===== config.mk =====
export PLATFORM = sky130hd
export DESIGN_NAME = exu_flat
export DESIGN_NICKNAME = d
export VERILOG_FILES = /design/src/rtl/exu_pkg.sv /design/src/rtl/exu_if.sv /design/src/rtl/exu_alu.sv /design/src/rtl/exu.sv /design/src/flat_wrapper.sv
export SDC_FILE = /design/constraint.sdc
export NUM_CORES = 1
export LEC_CHECK = 0
export CORE_MARGIN = 2
export CORE_UTILIZATION = 40
export CTS_BUF_LIST = sky130_fd_sc_hd__clkbuf_8 sky130_fd_sc_hd__clkbuf_16
export CTS_CLUSTER_SIZE = 10
export DETAILED_ROUTE_END_ITERATION = 8
export DONT_BUFFER_PORTS = 1
export GPL_ROUTABILITY_DRIVEN = 0
export PLACE_DENSITY = 0.56
export SLEW_MARGIN = 10
export SYNTH_ARGS = -nofsm -noshare
export SYNTH_HDL_FRONTEND = slang
export SYNTH_SLANG_ARGS = --single-unit

===== constraint.sdc =====
create_clock -name clk_i -period 5.4 [get_ports clk_i]
set_input_delay 0.54 -clock clk_i [delete_from_list [all_inputs] [get_ports clk_i]]
set_output_delay 0.54 -clock clk_i [all_outputs]
set_load 0.03 [all_outputs]

===== src/rtl/exu_pkg.sv =====
// -----------------------------------------------------------------------------
// exu_pkg -- shared definitions for the execute stage.
//   * bus widths for the ADU->EXU and EXU->LSU bundles
//   * alu_op encodings
//   * FSM state encoding
//   * packed structs describing the field layout of both bundles (MSB first)
//   * is_shift_op() helper used by the iterative shifter
// -----------------------------------------------------------------------------
package exu_pkg;

    localparam int ADU_EXU_BUS_WIDTH = 233;
    localparam int EXU_LSU_BUS_WIDTH = 192;

    localparam logic [5:0] ALU_ADD = 6'b110000;
    localparam logic [5:0] ALU_SUB = 6'b110001;
    localparam logic [5:0] ALU_XOR = 6'b010110;
    localparam logic [5:0] ALU_OR  = 6'b011110;
    localparam logic [5:0] ALU_AND = 6'b011000;
    localparam logic [5:0] ALU_SLL = 6'b100000;
    localparam logic [5:0] ALU_SRL = 6'b100001;
    localparam logic [5:0] ALU_SRA = 6'b100011;

    typedef enum logic [1:0] {
        IDLE  = 2'd0,
        SHIFT = 2'd1,
        DONE  = 2'd2
    } exu_state_e;

    // Decoded bundle from the ADU, first member is the bus MSB.
    typedef struct packed {
        logic        res_from_compare;
        logic        compare_result;
        logic        excp_flush;
        logic        xret_flush;
        logic        break_signal;
        logic [31:0] snpc;
        logic [31:0] src1;
        logic [31:0] src2;
        logic [31:0] rs2_value;
        logic [5:0]  alu_op;
        logic        res_from_mem;
        logic        res_from_csr;
        logic        gr_we;
        logic        csr_we;
        logic [3:0]  mem_re;
        logic [3:0]  mem_we;
        logic [4:0]  rd;
        logic        jmp_flag;
        logic [11:0] csr_addr;
        logic [31:0] csr_wdata;
        logic [31:0] csr_value;
    } adu_bundle_t;

    // Full execute-result field list (224 bits). The LSU bus is only 192 bits
    // wide, so the bus carries the low EXU_LSU_BUS_WIDTH bits of this struct;
    // the flush/break flags and the upper part of snpc do not reach the LSU.
    typedef struct packed {
        logic        excp_flush;
        logic        xret_flush;
        logic        break_signal;
        logic [31:0] snpc;
        logic [31:0] wb_data;
        logic [31:0] alu_result;
        logic [31:0] rs2_value;
        logic        res_from_mem;
        logic        res_from_csr;
        logic        gr_we;
        logic        csr_we;
        logic [3:0]  mem_re;
        logic [3:0]  mem_we;
        logic [4:0]  rd;
        logic [11:0] csr_addr;
        logic [31:0] csr_wdata;
        logic [31:0] csr_value;
    } lsu_bundle_t;

    localparam int LSU_FULL_WIDTH = $bits(lsu_bundle_t);

    function automatic logic is_shift_op(input logic [5:0] op);
        case (op)
            ALU_SLL, ALU_SRL, ALU_SRA: is_shift_op = 1'b1;
            default:                   is_shift_op = 1'b0;
        endcase
    endfunction

endpackage


===== src/rtl/exu_if.sv =====
// -----------------------------------------------------------------------------
// exu_if -- handshake and data signals between ADU, EXU and LSU.
//   adu_valid_i / adu_ready_o / adu_exu_bus_i : upstream bundle handshake
//   exu_lsu_bus_o / valid_o / lsu_ready_i     : downstream result handshake
//   redirect_o / redirect_pc_o                : one-cycle PC redirect
// Modports: slave = the EXU itself, master = the environment driving it.
// -----------------------------------------------------------------------------
interface exu_if;
    import exu_pkg::*;

    logic                         adu_valid_i;
    logic                         adu_ready_o;
    logic [ADU_EXU_BUS_WIDTH-1:0] adu_exu_bus_i;
    logic [EXU_LSU_BUS_WIDTH-1:0] exu_lsu_bus_o;
    logic                         valid_o;
    logic                         lsu_ready_i;
    logic                         redirect_o;
    logic [31:0]                  redirect_pc_o;

    modport slave (
        input  adu_valid_i, adu_exu_bus_i, lsu_ready_i,
        output adu_ready_o, exu_lsu_bus_o, valid_o, redirect_o, redirect_pc_o
    );

    modport master (
        output adu_valid_i, adu_exu_bus_i, lsu_ready_i,
        input  adu_ready_o, exu_lsu_bus_o, valid_o, redirect_o, redirect_pc_o
    );
endinterface


===== src/rtl/exu_alu.sv =====
// -----------------------------------------------------------------------------
// exu_alu -- combinational ALU: add, sub, xor, or, and, barrel sll/srl/sra.
//   i_src1, i_src2 : operands (shift amount is i_src2[4:0])
//   i_alu_op       : operation code; unknown codes give 0
//   o_result       : 32-bit result, add/sub wrap modulo 2^32
// -----------------------------------------------------------------------------
module exu_alu
    import exu_pkg::*;
(
    input  logic [31:0] i_src1,
    input  logic [31:0] i_src2,
    input  logic [5:0]  i_alu_op,
    output logic [31:0] o_result
);
    // Operation select
    always_comb begin
        o_result = 32'd0;
        case (i_alu_op)
            ALU_ADD: o_result = i_src1 + i_src2;
            ALU_SUB: o_result = i_src1 - i_src2;
            ALU_XOR: o_result = i_src1 ^ i_src2;
            ALU_OR:  o_result = i_src1 | i_src2;
            ALU_AND: o_result = i_src1 & i_src2;
            ALU_SLL: o_result = i_src1 << i_src2[4:0];
            ALU_SRL: o_result = i_src1 >> i_src2[4:0];
            ALU_SRA: o_result = 32'($signed(i_src1) >>> i_src2[4:0]);
            default: o_result = 32'd0;
        endcase
    end
endmodule


===== src/rtl/exu.sv =====
// -----------------------------------------------------------------------------
// exu -- execute stage: captures a decoded bundle, computes the ALU result,
// and presents the execute-result bundle to the LSU with valid/ready.
//   clk_i : clock, rising edge
//   rst_i : asynchronous active-low reset
//   io    : exu_if.slave (ADU handshake, LSU handshake, PC redirect)
// Build option EXU_ITER_SHIFT_EN: when defined, sll/srl/sra are computed one
// bit per cycle in the SHIFT state; otherwise the ALU barrel shifter is used
// and every op completes in a single cycle.
// -----------------------------------------------------------------------------
module exu
    import exu_pkg::*;
(
    input  logic  clk_i,
    input  logic  rst_i,
    exu_if.slave  io
);
    exu_state_e  r_state;
    exu_state_e  w_next_state;
    adu_bundle_t r_bundle;
    adu_bundle_t w_in;
    logic [31:0] r_result;
    logic        r_redirect;
    logic [31:0] r_redirect_pc;

    logic [31:0] w_alu_result;
    logic        w_ready;
    logic        w_hs;
    logic        w_iter_start;
    logic        w_shift_last;
    logic [31:0] w_shift_step;
    logic        w_enter_done;
    logic        w_enter_jmp;
    logic [31:0] w_done_result;
    logic [31:0] w_wb_data;
    lsu_bundle_t w_out;
    logic        w_unused_bits;

    assign w_in    = adu_bundle_t'(io.adu_exu_bus_i);
    assign w_ready = (r_state == IDLE) | ((r_state == DONE) & io.lsu_ready_i);
    assign w_hs    = io.adu_valid_i & w_ready;

    // The ALU works straight off the incoming bundle so a non-shift result is
    // registered on the handshake edge and valid_o rises one cycle later.
    exu_alu u_alu (
        .i_src1   (w_in.src1),
        .i_src2   (w_in.src2),
        .i_alu_op (w_in.alu_op),
        .o_result (w_alu_result)
    );

`ifdef EXU_ITER_SHIFT_EN
    logic [4:0] r_shcnt;

    // A zero-length shift takes the ALU path (result == src1) and skips SHIFT.
    assign w_iter_start = w_hs & is_shift_op(w_in.alu_op) & (w_in.src2[4:0] != 5'd0);
    assign w_shift_last = (r_shcnt == 5'd1);

    // One-bit shift of the partial result held in r_result
    always_comb begin
        w_shift_step = r_result;
        case (r_bundle.alu_op)
            ALU_SLL: w_shift_step = {r_result[30:0], 1'b0};
            ALU_SRL: w_shift_step = {1'b0, r_result[31:1]};
            ALU_SRA: w_shift_step = {r_result[31], r_result[31:1]};
            default: w_shift_step = r_result;
        endcase
    end

    // Remaining shift count, loaded with shamt and decremented in SHIFT
    always_ff @(posedge clk_i or negedge rst_i) begin
        if (!rst_i) begin
            r_shcnt <= 5'd0;
        end else if (w_iter_start) begin
            r_shcnt <= w_in.src2[4:0];
        end else if (r_state == SHIFT) begin
            r_shcnt <= r_shcnt - 5'd1;
        end else begin
            r_shcnt <= r_shcnt;
        end
    end
`else
    assign w_iter_start = 1'b0;
    assign w_shift_last = 1'b1;
    assign w_shift_step = r_result;
`endif

    // SHIFT never overlaps a handshake (ready is low there), so the two
    // sources of a completed result are mutually exclusive.
    assign w_enter_done  = (w_hs & ~w_iter_start) | ((r_state == SHIFT) & w_shift_last);
    assign w_done_result = w_hs ? w_alu_result : w_shift_step;
    assign w_enter_jmp   = w_hs ? w_in.jmp_flag : r_bundle.jmp_flag;

    // FSM state register
    always_ff @(posedge clk_i or negedge rst_i) begin
        if (!rst_i) begin
            r_state <= IDLE;
        end else begin
            r_state <= w_next_state;
        end
    end

    // FSM next-state logic
    always_comb begin
        w_next_state = r_state;
        case (r_state)
            IDLE: begin
                if (w_hs & w_iter_start) begin
                    w_next_state = SHIFT;
                end else if (w_hs) begin
                    w_next_state = DONE;
                end else begin
                    w_next_state = IDLE;
                end
            end
            SHIFT: begin
                if (w_shift_last) begin
                    w_next_state = DONE;
                end else begin
                    w_next_state = SHIFT;
                end
            end
            DONE: begin
                if (w_hs & w_iter_start) begin
                    w_next_state = SHIFT;
                end else if (w_hs) begin
                    w_next_state = DONE;
                end else if (io.lsu_ready_i) begin
                    w_next_state = IDLE;
                end else begin
                    w_next_state = DONE;
                end
            end
            default: w_next_state = IDLE;
        endcase
    end

    // Bundle capture and result/shift accumulator
    always_ff @(posedge clk_i or negedge rst_i) begin
        if (!rst_i) begin
            r_bundle <= '0;
            r_result <= 32'd0;
        end else if (w_hs) begin
            r_bundle <= w_in;
            r_result <= w_iter_start ? w_in.src1 : w_alu_result;
        end else if (r_state == SHIFT) begin
            r_bundle <= r_bundle;
            r_result <= w_shift_step;
        end else begin
            r_bundle <= r_bundle;
            r_result <= r_result;
        end
    end

    // Redirect pulse fires only on entry to DONE, so a stalled bundle never re-pulses
    always_ff @(posedge clk_i or negedge rst_i) begin
        if (!rst_i) begin
            r_redirect    <= 1'b0;
            r_redirect_pc <= 32'd0;
        end else begin
            r_redirect    <= w_enter_done & w_enter_jmp;
            r_redirect_pc <= w_enter_done ? (w_done_result & 32'hFFFF_FFFE) : r_redirect_pc;
        end
    end

    // Writeback data select: compare flag beats link address beats ALU result
    always_comb begin
        w_wb_data = r_result;
        if (r_bundle.res_from_compare) begin
            w_wb_data = {31'd0, r_bundle.compare_result};
        end else if (r_bundle.jmp_flag) begin
            w_wb_data = r_bundle.snpc;
        end else begin
            w_wb_data = r_result;
        end
    end

    // Result bundle packing; driven only from registers so it is stable while stalled
    always_comb begin
        w_out              = '0;
        w_out.excp_flush   = r_bundle.excp_flush;
        w_out.xret_flush   = r_bundle.xret_flush;
        w_out.break_signal = r_bundle.break_signal;
        w_out.snpc         = r_bundle.snpc;
        w_out.wb_data      = w_wb_data;
        w_out.alu_result   = r_result;
        w_out.rs2_value    = r_bundle.rs2_value;
        w_out.res_from_mem = r_bundle.res_from_mem;
        w_out.res_from_csr = r_bundle.res_from_csr;
        w_out.gr_we        = r_bundle.gr_we;
        w_out.csr_we       = r_bundle.csr_we;
        w_out.mem_re       = r_bundle.mem_re;
        w_out.mem_we       = r_bundle.mem_we;
        w_out.rd           = r_bundle.rd;
        w_out.csr_addr     = r_bundle.csr_addr;
        w_out.csr_wdata    = r_bundle.csr_wdata;
        w_out.csr_value    = r_bundle.csr_value;
    end

    // Bits that intentionally have no consumer: the top of the result struct
    // beyond the bus width, and operands not needed after the result is formed.
    assign w_unused_bits = ^{w_out[LSU_FULL_WIDTH-1:EXU_LSU_BUS_WIDTH],
                             r_bundle.src1, r_bundle.src2, r_bundle.alu_op};

    assign io.adu_ready_o   = w_ready;
    assign io.valid_o       = (r_state == DONE);
    assign io.exu_lsu_bus_o = w_out[EXU_LSU_BUS_WIDTH-1:0];
    assign io.redirect_o    = r_redirect;
    assign io.redirect_pc_o = r_redirect_pc;
endmodule

===== src/flat_wrapper.sv =====
// flat-port wrapper written by rule: the top's interface ports become plain ports
module exu_flat import exu_pkg::*;
  (clk_i, rst_i, io_adu_valid_i, io_adu_exu_bus_i, io_lsu_ready_i, io_adu_ready_o, io_exu_lsu_bus_o, io_valid_o, io_redirect_o, io_redirect_pc_o);
  exu_if io_i ();
  input  logic clk_i;
  input  logic rst_i;
  input wire logic [$bits(io_i.adu_valid_i)-1:0] io_adu_valid_i;
  input wire logic [$bits(io_i.adu_exu_bus_i)-1:0] io_adu_exu_bus_i;
  input wire logic [$bits(io_i.lsu_ready_i)-1:0] io_lsu_ready_i;
  output wire logic [$bits(io_i.adu_ready_o)-1:0] io_adu_ready_o;
  output wire logic [$bits(io_i.exu_lsu_bus_o)-1:0] io_exu_lsu_bus_o;
  output wire logic [$bits(io_i.valid_o)-1:0] io_valid_o;
  output wire logic [$bits(io_i.redirect_o)-1:0] io_redirect_o;
  output wire logic [$bits(io_i.redirect_pc_o)-1:0] io_redirect_pc_o;
  assign io_i.adu_valid_i = io_adu_valid_i;
  assign io_i.adu_exu_bus_i = io_adu_exu_bus_i;
  assign io_i.lsu_ready_i = io_lsu_ready_i;
  assign io_adu_ready_o = io_i.adu_ready_o;
  assign io_exu_lsu_bus_o = io_i.exu_lsu_bus_o;
  assign io_valid_o = io_i.valid_o;
  assign io_redirect_o = io_i.redirect_o;
  assign io_redirect_pc_o = io_i.redirect_pc_o;
  exu u_core (.clk_i(clk_i), .rst_i(rst_i), .io(io_i));
endmodule

==> results of run 1 <==
flip-flops by register name (all words and copies together) (netlist names):
register / flops
u_core.io.exu_lsu_bus_o: 128
u_core.io.redirect_o: 1
u_core.io.redirect_pc_o: 31
u_core.r_bundle: 32
u_core.r_result: 32
u_core.r_state: 1
final timing paths:
kind | startpoint | depth (start not counted) | end
hold reg to reg | u_core.r_bundle[231]$_DFFE_PN0P_ | 2 | u_core.r_bundle[231]$_DFFE_PN0P_
hold / removal | rst_i | 0 | u_core.io.exu_lsu_bus_o[94]$_DFFE_PN0P_
min in group clk_i | io_adu_exu_bus_i[64] | 2 | u_core.io.exu_lsu_bus_o[64]$_DFFE_PN0P_
setup / recovery | io_adu_exu_bus_i[141] | 15 | u_core.r_result[26]$_DFF_PN0_
setup reg to reg | u_core.r_state[1]$_DFF_PN0_ | 8 | u_core.io.redirect_pc_o[31]$_DFFE_PN0P_
max in group asynchronous | rst_i | 0 | u_core.io.exu_lsu_bus_o[84]$_DFFE_PN0P_
Yosys cell counts, types with 8 or more instances:
library cell and n:
nand4_1 14, nor2b_1 10, o21ai_0 119, nor4_1 8
o211ai_1 17, nand2b_1 11, mux4_2 39, o22ai_1 10
dfrtp_1 225, nand2_1 649, xor2_1 10, buf_2 19
a31oi_1 19, ha_1 97, mux2i_1 86, o31ai_1 9
a21oi_1 127, xnor2_1 42, buf_4 130, nand3_1 14
nor2_1 162, o21a_1 8, nor3_1 20, inv_1 72
mux2_2 16, and2_1 10, a211oi_1 23, clkbuf_1 102
buf_1 18, a221oi_1 18, a21o_1 42
area by class of cell:
type	count	area [sq um]	share of cell area
well taps	592	740.7	0.04141
clock inverters	7	48.80	0.002728
flip-flops and latches	225	5632	0.3148
repair buffers	19	155.1	0.008674
multi-input cells	1675	10340	0.5779
clock buffers	28	689.4	0.03854
inverters	76	285.3	0.01595
power by group:
| part | switching [mW] | internal, mW | total [mW] |
|---|---|---|---|
| logic | 0.611 | 0.378 | 0.989 |
| clock network | 0.668 | 0.904 | 1.57 |
| registers | 0.435 | 1.85 | 2.28 |
metal layers:
metal  wire [um]  share of wire  GRT usage  vias to the layer above
met4        3619          0.055     0.1350                        0
met5           0              0          0                        -
met2       30350           0.46     0.4515                      926
li1            -              -          -                     7088
met3        6088          0.093    0.06072                      201
met1       25540           0.39     0.3394                     7632
worst max-delay path, cell delays in order:
cell	delay, ns
or4_4	0.53
or3_4	0.38
or4_2	0.64
o31ai_1	0.27
xnor2_1	0.16
ha_1	0.34
a21oi_1	0.24
o21ai_0	0.15
a311o_1	0.33
a21oi_1	0.28
o21bai_1	0.16
a311o_1	0.38
xor2_1	0.14
a21oi_1	0.23
nand2_1	0.08
stage by stage:
stage | cell area [sq um] | utilization | instances | total power, mW | setup WS (ns)
after floorplan | 17760 | - | 2246 | 3.238 | 0.6157
after global placement | 17150 | 0.3895 | 2587 | 3.255 | 0.5233
after detailed placement | 17150 | 0.3895 | 2587 | 3.283 | 0.4571
after CTS | 17890 | 0.4063 | 2622 | 4.881 | 1.028
after global routing | 17890 | 0.4063 | 2622 | 5.088 | 0.7367
final | 17890 | 0.4063 | 2622 | 4.844 | 0.9682
cell families (layout without fill, tap and decap cells):
logic type                 Yosys count  after routing
adders and majority gates           98             98
buffers and inverters              346            130
xor gates and xnor gates            53             53
muxes                              141            141
AOI/OAI and AO/OA                  458            458
and+or+nand+nor                    924            924
other                                1              1
DFF                                225            225
repair_timing:
action | 4_1_cts | 5_1_grt
setup endpoints to repair | 0 | 0
buffers inserted | 0 | 0
endpoints found under the hold margin | 225 | 225
==> results_dict.tcl, run 1 <==
set metrics [dict create \
    dr.pass1.iters 8 \
    synth_top_area_cell "dfrtp_1" \
    dp_hpwl_um 49430 \
    start_kind "input port" \
    hold_viol 225 \
    htree_num_levels 1 \
    drt-initial-drc-count 1903 \
    final_common_cell "nand2_1" \
    p_leak_nw 8.712 \
    ys_warn_count 0 \
    hold_path.class "in -> async" \
    async_flop_share 1.000 \
    layout-drive-gt1-share 0.06404 \
    synth_fa_ha_area_frac 0.06948 \
    synthMuxAreaShare 0.1081 \
    nFillCells 4528 \
    start_util 0.4033 \
    cts.sinks 225 \
    maxCapViolations 0 \
    n_antenna_cell 0 \
    clk_latency_ns 0.55 \
    drv_slew 0 \
    clkSlewWorstSetupHoldPaths_ns 0.05 \
    r2r_slack_ns 2.00 \
    die_height_um 214.7 \
    netlist_instances 2246 \
    cts-root-buf "clkbuf_16" \
    vias 15850 \
    fp.dieArea_sq_um 46090 \
    setup_violations 0 \
    cts_tree "yes" \
    rows 77 \
    overflow 0 \
    grt_max_degree 226 \
    syn-num-nets 2581 \
    yosys.area.top_type_share 0.3171 \
    io_pins 464 \
    fin_nets 2359 \
    synthToLayoutAreaGrowth_pct 0.7402 \
    yosys-top-cells-area "dfrtp_1 32%, nand2_1 14%, ha_1 6.8%, buf_4 5.5%, mux4_2 4.9%" \
    slew_headroom 0.2876 \
    yosys.area_share.simple 0.2111 \
    drc 0 \
    crit_arrival_ns 4.86 \
    synth_top_family_by_area "simple AND/OR/NAND/NOR gates" \
    ys_ff_latch 225 \
    track_usage 0.2740 \
    ys.flop_type "dfrtp_1" \
    layout_common_cells "648 x nand2_1, 224 x dfrtp_1, 162 x nor2_1" \
    ir_drop_mv 0.1834 \
    fmax_ghz 0.2256 \
    cp_max_fo 8 \
    synth_edf_count 0 \
    skew_ns 0.02716 \
    violations "hold timing" \
    antenna_found_initial 0 \
    synth_area_sq_um 17760 \
    synth-compound-area-share 0.1645 \
    wire_per_inst_um 25.02 \
    clock_path_buffers 3 \
    routed_wl_um 65600 \
    fin_crit_ns 4.432 \
    viasPerCell 6.044 \
    critPathCaptureType "register" \
    grt_pass1_vias 15210 \
    io_buffers 0 \
    ys_types 83 \
    synth_area_per_cell_sq_um 7.906 \
    cts_resized 0 \
    outcome "complete, but fails checks" \
    period_share 0.8207 \
    grt_pass1_wl_um 97870 \
    tightestPinTransition_ns 1.069 \
    critPathKind "in -> reg" \
    cts_buffers 27 \
    critPathRequiredTime_ns 5.83 \
    core-area_sq_um 44030 \
    drtAntennaViolNets 0 \
    die_w_um 214.7 \
    seq_area_frac_synth 0.3171 \
    power_density_nw_per_um2 270.8 \
    synthXorXnorAreaFrac 0.02720 \
    rsz0062_at_grt "no" \
    whs_ns -0.3122 \
    final.setup.tns_ns 0 \
]
(Power assumes the default switching activity.)
==> run 2, diff against run 1 <==
==> constraint.sdc (replaced) <==
create_clock -name clk_i -period 4.5 [get_ports clk_i]
set_input_delay 0.45 -clock clk_i [delete_from_list [all_inputs] [get_ports clk_i]]
set_output_delay 0.45 -clock clk_i [all_outputs]
set_load 0.03 [all_outputs]
==> run 2 against run 1 <==
Highest routed layer unchanged. Sequential power is 20% higher. Cell area is 7.6% higher. Largest cell class unchanged. Count of clock-buffer cells in the layout is 2 higher. Clock skew is 0.011 ns higher. Sequential share of layout area is 2.2 points lower. Clock power is 26% higher. Worst setup slack worse by 0.66 ns. Wire length is 1.9% higher. Core utilization is 3.1 points higher. Cell count is 5.4% higher. The run still ends with hold timing left. Worst hold slack worse by 0.11 ns.
==> results_dict.tcl, run 2 (synthesis results as in run 1) <==
set metrics [dict create \
    final_common_cell "nand2_1" \
    grt_pass1_vias 16110 \
    cts_tree "yes" \
    clk_latency_ns 0.57 \
    routed_wl_um 66830 \
    wire_per_inst_um 24.19 \
    grt_max_degree 226 \
    hold_path.class "in -> async" \
    cp_slowest_cell "or4_2" \
    largest_reg_flops 128 \
    power_frac_seq 0.454 \
    maxCapViolations 0 \
    period_share 0.9320 \
    reg2reg_depth 8 \
    multiInputGateArea_sq_um 10340 \
    cts.hold.buffers_added 103 \
    grt_pass1_wl_um 101500 \
    tightestPinTransition_ns 1.168 \
    power.total_mw 6.018 \
    fin_nets 2497 \
    path_buf_inv 0 \
    cts-root-buf "clkbuf_16" \
    seq_area_sq_um 5632 \
    clkSlewWorstSetupHoldPaths_ns 0.05 \
    io_pins 464 \
    cp_cell_sequence "or4_4, or3_4, or4_2, o31ai_1, xnor2_1, ha_1, a21oi_1, o21ai_0, a311o_1, a21oi_1, o21ai_0, a21oi_1, o21ai_0, mux2i_1, a211o_1" \
    slew_headroom 0.2199 \
    violations "hold timing" \
    layout_common_cells "648 x nand2_1, 224 x dfrtp_1, 162 x nor2_1" \
    net-switching-power_mw 2.118 \
    dp_hpwl_um 49780 \
    drc 0 \
    critPathTopFamily "compound AO/OA/AOI/OAI gates" \
    cp_max_fo 4 \
    drt-initial-drc-count 1792 \
    htree_num_levels 1 \
    critPathKind "in -> reg" \
    dr.pass1.iters 7 \
    synthToLayoutAreaGrowth_pct 8.421 \
    crit_arrival_ns 4.64 \
    core-area_sq_um 44030 \
    internal-power_mw 3.900 \
    start_kind "input port" \
    die_height_um 214.7 \
    switching_share 0.3520 \
    ir_drop_mv 0.2768 \
    io_buffers 0 \
    cts_resized 0 \
    track_usage 0.2818 \
    rows 77 \
    timing.rr.start "u_core.r_state[1]$_DFF_PN0_" \
    nFillCells 4380 \
    cpPeakStageDelay_ns 0.64 \
    rsz0062_at_grt "no" \
    drtAntennaViolNets 0 \
    p_leak_nw 9.328 \
    die_w_um 214.7 \
    whs_ns -0.4215 \
    layout-drive-gt1-share 0.07696 \
    viasPerCell 5.955 \
    clkPwrFrac 0.329 \
    overflow 0 \
    fp.dieArea_sq_um 46090 \
    fmax_ghz 0.2384 \
    start_util 0.4033 \
    reg2reg_to "u_core.r_result[31]$_DFF_PN0_" \
    combinationalPowerShare 0.217 \
    r2r_slack_ns 1.03 \
    final.setup.tns_ns 0 \
    fin_crit_ns 4.194 \
    cts_setup_buffers 0 \
    setup_violations 0 \
    critPathCaptureType "register" \
    clock_path_buffers 3 \
    vias 16450 \
    critPathRequiredTime_ns 4.94 \
    drv_slew 0 \
    hold_viol 225 \
    antenna_found_initial 1 \
    power_density_nw_per_um2 312.6 \
    cts.sinks 225 \
    outcome "complete, but fails checks" \
    skew_ns 0.03789 \
    cts_buffers 28 \
]
-- run 2: cell count changes in the layout (fill, tap and decap cells not counted), sizes merged --
cell and change:
buf +34, clkbuf +2, clkinv +1, clkinvlp +1, diode +1, dlygate4sd3 +103, inv -1
-- run 2: how the worst max path moves through the flow --
stage,startpoint,end,cells past startpoint
2_1_floorplan,io_adu_exu_bus_i[132],u_core.r_result[25]$_DFF_PN0_,20
3_3_place_gp,io_adu_exu_bus_i[141],u_core.io.redirect_pc_o[26]$_DFFE_PN0P_,15
3_5_place_dp,io_adu_exu_bus_i[141],u_core.io.redirect_pc_o[26]$_DFFE_PN0P_,15
4_1_cts,io_adu_exu_bus_i[141],u_core.io.redirect_pc_o[26]$_DFFE_PN0P_,15
5_1_grt,io_adu_exu_bus_i[141],u_core.r_result[29]$_DFF_PN0_,17
6_report,io_adu_exu_bus_i[141],u_core.r_result[30]$_DFF_PN0_,15
-- run 2: per-layer routing --
layer	track usage	vias up	wire (um)	share of wire
met5	0	-	0	0
met4	0.1498	0	4035	0.060
li1	-	7371	-	-
met2	0.4519	958	30180	0.45
met3	0.06638	199	6556	0.098
met1	0.3528	7926	26060	0.39
-- run 2: cell type report --
class	count	area share
multi-input combinational	1675	0.5369
sequential	225	0.2925
timing repair buffer	156	0.07552
tap	592	0.03848
clock buffer	30	0.03783
inverter	76	0.01495
clock inverter	8	0.003640
antenna	1	0.0001300
-- run 2: worst register-to-register path: cells and delay by family, from the launching register on --
kind	cells	cell delay, ns
DFF	1	0.51
AOI/OAI and AO/OA	2	0.62
and+or+nand+nor	6	2.27
-- run 2: power groups by stage --
stage / Sequential [mW] / Clock [mW] / Combinational [mW]
5_1_grt: 2.75 / 2.11 / 1.44
3_5_place_dp: 2.77 / 0 / 1.20
4_1_cts: 2.73 / 2.05 / 1.28
2_1_floorplan: 2.36 / 0 / 1.53
6_report: 2.73 / 1.98 / 1.31
3_3_place_gp: 2.76 / 0 / 1.18
-- run 2: stage by stage --
stage / utilization / instance area [sq um] / cells / worst slack, ns
finish: 0.4372 / 19250 / 2763 / 0.3059
global route: 0.4372 / 19250 / 2763 / 0.1005
CTS: 0.4372 / 19250 / 2762 / 0.4027
detailed placement: 0.3956 / 17420 / 2621 / -0.1887
global placement: 0.3956 / 17420 / 2621 / -0.1307
floorplan: - / 17760 / 2246 / 0.04042
==> run 3, diff against run 2 <==
--- a/config.mk
+++ b/config.mk
@@ -12,7 +12,7 @@
 export DETAILED_ROUTE_END_ITERATION = 8
 export DONT_BUFFER_PORTS = 1
 export GPL_ROUTABILITY_DRIVEN = 0
-export PLACE_DENSITY = 0.56
+export PLACE_DENSITY_LB_ADDON = 0.12
 export SLEW_MARGIN = 10
 export SYNTH_ARGS = -nofsm -noshare
 export SYNTH_HDL_FRONTEND = slang
==> run 3 against run 2 <==
The flow still finishes with violations (hold timing). Cell count hardly changed. Sequential power barely moved. Clock power is 6% higher. Wire length is 2.9% higher. Global-route usage up 0.85 points. Core utilization rose by 0.054 points. Die area did not move. Fmax up 0.72%. Combinational power about the same. Power rose by 1.9%. Worst setup slack improved by 0.030 ns. First-iteration DRC count increased by 9.4%. Critical path type unchanged. Critical endpoint is now u_core.r_result[26]$_DFF_PN0_. Largest cell class unchanged. Largest power group unchanged. Highest routed layer unchanged.
==> results_dict.tcl, run 3 (synthesis results as in run 1) <==
set metrics [dict create \
    fin_ws_ns 0.3358 \
    wire_per_inst_um 24.91 \
    drtAntennaViolNets 0 \
    internal-power_mw 3.997 \
    ir_drop_mv 0.2757 \
    net-switching-power_mw 2.137 \
    grt_pass1_wl_um 103300 \
    period_share 0.9254 \
    cts_buffers 28 \
    nFillCells 4494 \
    setup_violations 0 \
    clk_latency_ns 0.57 \
    largest_reg_flops 128 \
    synthToLayoutAreaGrowth_pct 8.555 \
    cts_tree "yes" \
    dp.cells 2621 \
    grt_max_degree 226 \
    antenna_found_initial 1 \
    crit_arrival_ns 4.62 \
    track_usage 0.2904 \
    multiInputGateArea_sq_um 10350 \
    power.total_mw 6.134 \
    drc 0 \
    htree_num_levels 1 \
    hold_viol 225 \
    fin_nets 2494 \
    critPathRequiredTime_ns 4.95 \
    power_frac_seq 0.445 \
    p_leak_nw 9.358 \
    skew_ns 0.03427 \
    clkPwrFrac 0.342 \
    stdcell_count 2762 \
    critPathCaptureType "register" \
    viasPerCell 5.884 \
    vias 16250 \
    rows 77 \
    outcome "complete, but fails checks" \
    critPathKind "in -> reg" \
    n_antenna_cell 0 \
    fp.dieArea_sq_um 46090 \
    overflow 0 \
    slew_headroom 0.3348 \
    dp_slack_ns -0.2283 \
    cts_resized 0 \
    io_buffers 0 \
    routed_wl_um 68800 \
    layout-drive-gt1-share 0.07742 \
    maxCapViolations 0 \
    combinationalPowerShare 0.212 \
    cts.sinks 225 \
    rsz0062_at_grt "no" \
    cp_max_fo 4 \
    start_util 0.4033 \
    fmax_ghz 0.2401 \
    tightestPinTransition_ns 0.9727 \
    start_kind "input port" \
    die_w_um 214.7 \
    clkSlewWorstSetupHoldPaths_ns 0.06 \
    drv_slew 0 \
    io_pins 464 \
    violations "hold timing" \
    fin_crit_ns 4.164 \
    core-area_sq_um 44030 \
    drt-initial-drc-count 1961 \
    hold_path.class "in -> async" \
    dp_hpwl_um 51650 \
    seq_area_sq_um 5632 \
    clock_path_buffers 3 \
    dr.pass1.iters 7 \
    cts.hold.buffers_added 100 \
    final_common_cell "nand2_1" \
    power_density_nw_per_um2 318.2 \
    grt_pass1_vias 15970 \
    whs_ns -0.4238 \
    cts-root-buf "clkbuf_16" \
    die_height_um 214.7 \
    layout_common_cells "648 x nand2_1, 224 x dfrtp_1, 162 x nor2_1" \
    switching_share 0.3484 \
]
## run 3: metal layers
| metal | wire, um | GRT usage | vias up |
|---|---|---|---|
| met5 | 0 | 0 | - |
| li1 | - | - | 7359 |
| met2 | 31610 | 0.4704 | 836 |
| met4 | 3644 | 0.1350 | 0 |
| met1 | 27510 | 0.3744 | 7889 |
| met3 | 6035 | 0.05662 | 167 |
## run 3: layout make-up
type                    instances  share of cell area
clock buffers                  29             0.03707
inverters                      76             0.01493
multi-input cells            1675              0.5368
repair buffers                153             0.07387
flip-flops and latches        225              0.2922
well taps                     592             0.03843
clock inverters                12            0.006686
## run 3: what timing repair did
action                                  4_1_cts  5_1_grt
setup buffers                                 0        0
endpoints found under the setup margin        0        0
hold endpoints to repair                    325      225
## run 3: stage by stage
stage,hold slack (ns),setup TNS [ns],cell area [sq um],utilization
2_1_floorplan,0.1544,0,17760,-
6_report,-0.4238,0,19270,0.4378
4_1_cts,-0.4663,0,19270,0.4378
3_3_place_gp,0.1586,-0.9825,17430,0.3959
5_1_grt,-0.4497,0,19270,0.4378
3_5_place_dp,0.1579,-1.659,17430,0.3959
## run 3: critical path, stage by stage
cell and delay [ns]:
or4_4 0.52, or3_4 0.35, or4_2 0.63, o31ai_1 0.30
xnor2_1 0.16, ha_1 0.26, a21oi_1 0.21, o21ai_0 0.15
a311o_1 0.33, a21oi_1 0.27, o21bai_1 0.16, a311o_1 0.38
xor2_1 0.15, a21oi_1 0.21, nand2_1 0.08
## run 3: power groups by stage
stage / clock network, mW / logic, mW / registers (mW)
finish: 2.10 / 1.30 / 2.73
global route: 2.25 / 1.44 / 2.75
CTS: 2.18 / 1.29 / 2.73
detailed placement: 0 / 1.21 / 2.77
global placement: 0 / 1.19 / 2.77
floorplan: 0 / 1.53 / 2.36
## run 3: path summary, 6_finish.rpt
kind | cells past startpoint | start | to | slack [ns]
max | 15 | io_adu_exu_bus_i[141] | u_core.r_result[26]$_DFF_PN0_ | 0.34
min | 0 | rst_i | u_core.io.exu_lsu_bus_o[64]$_DFFE_PN0P_ | -0.42
max reg2reg | 9 | u_core.r_state[1]$_DFF_PN0_ | u_core.r_result[15]$_DFF_PN0_ | 1.19
min reg2reg | 2 | u_core.r_bundle[214]$_DFFE_PN0P_ | u_core.r_bundle[214]$_DFFE_PN0P_ | 0.47
max in group asynchronous | 0 | rst_i | u_core.io.exu_lsu_bus_o[58]$_DFFE_PN0P_ | 4.58
min in group clk_i | 2 | io_adu_exu_bus_i[54] | u_core.io.exu_lsu_bus_o[54]$_DFFE_PN0P_ | 0.02
